`config.mk`:
```
export PLATFORM = sky130hd
export DESIGN_NAME = idli_cmp_m
export DESIGN_NICKNAME = d
export VERILOG_FILES = /design/src/rtl/idli_cmp_m.sv
export SDC_FILE = /design/constraint.sdc
export NUM_CORES = 1
export LEC_CHECK = 0
export BUFFER_PORTS_ARGS = -buffer_cell sky130_fd_sc_hd__buf_2
export CAP_MARGIN = 40
export CORE_MARGIN = 1
export CORE_UTILIZATION = 50
export DETAILED_ROUTE_END_ITERATION = 16
export GPL_TIMING_DRIVEN = 0
export PLACE_DENSITY_LB_ADDON = 0.12
export SYNTH_ARGS = -nofsm -noshare
export SYNTH_HDL_FRONTEND = slang
export SYNTH_SLANG_ARGS = --single-unit
```
`constraint.sdc`:
```
create_clock -name i_cmp_gck -period 1.8 [get_ports i_cmp_gck]
set_input_delay 0.18 -clock i_cmp_gck [delete_from_list [all_inputs] [get_ports i_cmp_gck]]
set_output_delay 0.18 -clock i_cmp_gck [all_outputs]
set_load 0.02 [all_outputs]
```
`src/rtl/idli_cmp_m.sv`:
```
// Bit-serial compare unit feeding the predicate register file: consumes two
// operands LSB slice first, then issues a one-cycle registered predicate write.
module idli_cmp_m #(
    parameter int DATA_W  = 16,
    parameter int SLICE_W = 4
) (
    input  logic               i_cmp_gck,
    input  logic               i_cmp_rst,
    input  logic               i_cmp_start,
    input  logic               i_cmp_vld,
    input  logic [2:0]         i_cmp_op,
    input  logic [1:0]         i_cmp_dst,
    input  logic [SLICE_W-1:0] i_cmp_a,
    input  logic [SLICE_W-1:0] i_cmp_b,
    output logic               o_cmp_busy,
    output logic [1:0]         o_pred_wr,
    output logic               o_pred_wr_en,
    output logic               o_pred_wr_data
);

    localparam int N     = DATA_W / SLICE_W;
    localparam int CNT_W = (N > 1) ? $clog2(N) : 1;
    localparam logic [CNT_W-1:0] LAST = CNT_W'(N - 1);

    localparam logic [1:0] ST_IDLE = 2'd0;
    localparam logic [1:0] ST_RUN  = 2'd1;
    localparam logic [1:0] ST_WB   = 2'd2;

    localparam logic [2:0] OP_EQ  = 3'b000;
    localparam logic [2:0] OP_NE  = 3'b001;
    localparam logic [2:0] OP_LT  = 3'b010;
    localparam logic [2:0] OP_LTU = 3'b011;
    localparam logic [2:0] OP_GE  = 3'b100;
    localparam logic [2:0] OP_GEU = 3'b101;

    localparam logic [1:0] PREG_PT = 2'd3;

    logic [1:0]       state_q, state_d;
    logic [CNT_W-1:0] cnt_q, cnt_d;
    logic [2:0]       op_q, op_d;
    logic [1:0]       dst_q, dst_d;
    logic             carry_q, carry_d;
    logic             eq_q, eq_d;
    logic [1:0]       wr_q, wr_d;
    logic             wr_en_q, wr_en_d;
    logic             wr_data_q, wr_data_d;

    logic               accept;
    logic [CNT_W-1:0]   idx;
    logic               cin;
    logic [2:0]         cur_op;
    logic [1:0]         cur_dst;
    logic [SLICE_W-1:0] b_inv;
    logic [SLICE_W:0]   sum;
    logic               cout;
    logic               msb;
    logic               ov;
    logic               eq_run;
    logic               result;
    logic               suppress;

    // Datapath for the slice on the inputs this cycle; start restarts the
    // subtract chain with carry-in 1 regardless of what was in flight.
    always_comb begin
        accept  = i_cmp_start | (i_cmp_vld & (state_q == ST_RUN));
        idx     = i_cmp_start ? '0 : cnt_q;
        cin     = i_cmp_start ? 1'b1 : carry_q;
        cur_op  = i_cmp_start ? i_cmp_op : op_q;
        cur_dst = i_cmp_start ? i_cmp_dst : dst_q;
        b_inv   = ~i_cmp_b;
        sum     = {1'b0, i_cmp_a} + {1'b0, b_inv} + {{SLICE_W{1'b0}}, cin};
        cout    = sum[SLICE_W];
        msb     = sum[SLICE_W-1];
        // Carry into the MSB falls out of the MSB sum bit and its two addends.
        ov      = (msb ^ i_cmp_a[SLICE_W-1] ^ b_inv[SLICE_W-1]) ^ cout;
        eq_run  = (i_cmp_a == i_cmp_b) & (i_cmp_start | eq_q);

        case (cur_op)
            OP_EQ:   result = eq_run;
            OP_NE:   result = ~eq_run;
            OP_LT:   result = msb ^ ov;
            OP_LTU:  result = ~cout;
            OP_GE:   result = ~(msb ^ ov);
            OP_GEU:  result = cout;
            default: result = 1'b0;
        endcase
        suppress = (cur_dst == PREG_PT) | (cur_op > OP_GEU);
    end

    always_comb begin
        state_d   = state_q;
        cnt_d     = cnt_q;
        op_d      = op_q;
        dst_d     = dst_q;
        carry_d   = carry_q;
        eq_d      = eq_q;
        wr_d      = wr_q;
        wr_en_d   = 1'b0;
        wr_data_d = wr_data_q;

        if (accept) begin
            op_d    = cur_op;
            dst_d   = cur_dst;
            carry_d = cout;
            eq_d    = eq_run;
            if (idx == LAST) begin
                state_d = ST_WB;
                cnt_d   = '0;
                if (!suppress) begin
                    wr_en_d   = 1'b1;
                    wr_d      = cur_dst;
                    wr_data_d = result;
                end
            end else begin
                state_d = ST_RUN;
                cnt_d   = idx + CNT_W'(1);
            end
        end else if (state_q == ST_WB) begin
            state_d = ST_IDLE;
        end
    end

    // NOTE: state uses non-blocking assignments so every flop samples the
    // pre-edge values; reset is synchronous, so it sits inside the clocked branch.
    always_ff @(posedge i_cmp_gck) begin
        if (i_cmp_rst) begin
            state_q   <= ST_IDLE;
            cnt_q     <= '0;
            op_q      <= '0;
            dst_q     <= '0;
            carry_q   <= 1'b0;
            eq_q      <= 1'b0;
            wr_q      <= '0;
            wr_en_q   <= 1'b0;
            wr_data_q <= 1'b0;
        end else begin
            state_q   <= state_d;
            cnt_q     <= cnt_d;
            op_q      <= op_d;
            dst_q     <= dst_d;
            carry_q   <= carry_d;
            eq_q      <= eq_d;
            wr_q      <= wr_d;
            wr_en_q   <= wr_en_d;
            wr_data_q <= wr_data_d;
        end
    end

    assign o_cmp_busy     = (state_q == ST_RUN);
    assign o_pred_wr      = wr_q;
    assign o_pred_wr_en   = wr_en_q;
    assign o_pred_wr_data = wr_data_q;

endmodule

```
==> metrics <==
critical path endpoint category=register; Max Root-Sink Buffers=2; DR vias/cell=about 5.3; initial drt markers=13; Setup WS pre-CTS=-0.0534 ns; final WL=roughly 1.5 mm; top-area cell type share of the netlist area=between 30 and 40%; Int Power=just under 0.5 mW; Worst Setup Path Type=input pin to register; area delta synth->final=19.0%; Pleak=between 0.4 and 0.5 nW; RSZ-0062 raised after global routing=false; Synth area leader=dfxtp_1; P_sw=roughly 0.19 mW; Rel. slew slack=a little under 70%; number of synthesized flops with an enable pin=0; dpl cells=between 100 and 150; worst r2r path cells=6; Synth Warn #=0; share of power burned in registers=52.5%; WP data arrival=approximately 1.7 ns; Worst Max-Slew Pin Slew=between 0.4 and 0.5 ns; max cap viols=0; post-detailed-route DRC marker count=0; syn avg cell area=about 8.7 sq um; antenna violations before repair=0; first drt pass iteration count=3; Setup Skew=approximately 0.0043 ns; met1 Resource Use GR=22.8%; Peak VDD IR=between 0.4 and 0.5 mV; top post-synthesis cells by area=dfxtp_1, nor2_1, ha_1; largest net degree at the start of global routing=11; Critical Path RT=just under 2 ns; overall routing resource usage=~17%; #FFs+latches synth=15; Avg WL per Cell=~11 um; Final Instance Count excl. Fillers=roughly 130; Fmax achieved=between 600 and 700 MHz; layout cells sized above 1=roughly 25%; Hold Crit Class=input pin to register; Root Driver=clkbuf_4; gr busiest metal=met2; outcome=completed; via count=between 700 and 800; final design utilization=around 64%; Switching Share=a little over a quarter; asr flop ratio synth=0%; Cell Pwr Density=between 700 and 800 nW/um^2; H-tree Lvls=1; Slew Viols, Final=0; Hold Fails Final Rpt=0; Final ANT Viol Nets=0; CTS tree=done; sequential-to-total area share from yosys stat=37.0%; Mapped Area=811 sq um; NumNets Final=~140; clock sinks=15; Comb power frac=between 10% and 20%; global-route track usage on met2=~28%; initial core utilization=a little over half; met3 usage=just under 4%; Clk network pwr share=28.4%; syn nets=~120; Tcrit/Tclk final=approximately 86%; Min-Delay Path Depth=2; die area=about 1800 sq um; Main synth FF type=dfxtp_1; input/output buffers=21; hold buffer count at cts=0; final setup vio count=0; FP Rows=14; Num CTS Buffers=3; vias in the first global route=a little under 600; post-synthesis cell type count=27; Die Width=42.3 um; Antenna diodes=0; IO Count=22; first-pass GRT wire length=around 2.4 mm; Synth top cells by count=nor2_1, dfxtp_1, inv_1; CP Launch Type=input pin; core area=1510 sq um; Gate Count Post-Synth=93; latest clock arrival within the worst-skew pair=roughly 0.28 ns; Setup Buffers After CTS=0; hpwl dp=about 1.2 mm; Setup WS post-layout=~0.24 ns; Max FO, Critical Path=4; height of the die=roughly 42 um; WHS=approximately 0.13 ns; placer congestion estimate=slightly above 0.8; final worst path period need=between 1.5 and 2 ns; gr ovfl total=0; top-count cell post-synth=nor2_1; clock edge transition at the registers on the reported setup and hold paths=0.09 ns
path summary, 6_finish.rpt:
kind	startpoint	end	slack, ns
worst max-delay path	i_cmp_b[3]	o_pred_wr_data	0.24
worst min-delay path	i_cmp_rst	o_pred_wr_data	0.13
worst max register to register	state_q[1]	o_pred_wr_data	0.31
worst min register to register	o_pred_wr[0]	o_pred_wr[0]	0.50
per-layer routing:
| metal | vias up | routed length [um] |
|---|---|---|
| met5 | - | 0 |
| met2 | 20 | 659 |
| li1 | 375 | - |
| met4 | 0 | 23 |
| met1 | 314 | 748 |
| met3 | 4 | 68 |
critical path, cell delays in order:
cell      delay, ns
buf_2          0.09
inv_1          0.04
ha_1           0.32
nand4_2        0.16
o22ai_1        0.11
a211oi_2       0.25
xor2_1         0.20
mux2i_1        0.24
a311oi_2       0.11
registers in the layout, indices dropped and copies added, names as in the netlist:
signal / count
carry_q: 1
cnt_q: 2
dst_q: 2
eq_q: 1
o_pred_wr: 2
o_pred_wr_data: 1
o_pred_wr_en: 1
op_q: 3
state_q: 2
cell usage in the layout, fill, tap and decap left out, drive strengths merged:
cell,instances
dfxtp,15
nor4,1
nand2,6
o22ai,1
nand3b,2
a22oi,2
a311oi,1
nor2,18
a221oi,1
nor2b,3
a21oi,3
o21ai,2
a211oi,6
buf,23
xnor2,3
mux2i,6
nor3,1
clkbuf,5
nand2b,2
nand4,1
o32ai,1
xor2,2
inv,7
ha,5
a31oi,1
cell families after synthesis:
family	Yosys count	synth area share, %
flip-flops	15	37.0
buffers and inverters	10	6.02
XOR/XNOR	5	5.40
adder cells (fa/ha/maj)	5	7.72
multiplexers	6	7.41
AO/OA/AOI/OAI	18	16.7
AND/OR/NAND/NOR	34	19.8
metrics by stage:
stage | cell area [sq um] | setup TNS, ns | power [mW]
after global placement | 936 | -0.0985 | 0.492
after floorplan | 811 | 0 | 0.453
after CTS | 962 | 0 | 0.683
final | 965 | 0 | 0.681
after detailed placement | 936 | -0.0661 | 0.495
after global routing | 965 | 0 | 0.715
cell type report:
class | instances | area, sq um
Clock buffer | 4 | 26.3
Fill cell | 131 | 542
Buffer | 3 | 22.5
Multi-Input combinational cell | 68 | 464
Sequential cell | 15 | 300
Inverter | 7 | 26.3
Timing Repair Buffer | 21 | 105
Tap cell | 16 | 20.0
power groups by stage:
stage / Combinational (mW) / Sequential [mW] / Clock (mW)
floorplan: 0.0901 / 0.363 / 0
global placement: 0.127 / 0.364 / 0
detailed placement: 0.130 / 0.365 / 0
CTS: 0.131 / 0.357 / 0.195
global route: 0.145 / 0.360 / 0.210
finish: 0.130 / 0.358 / 0.194
what timing repair did:
action                                  in CTS  in global routing
endpoints found under the hold margin        0                  0
endpoints found under the setup margin       0                  2
resized for setup                            0                  1
No activity file was read; power rests on OpenSTA's default activity.
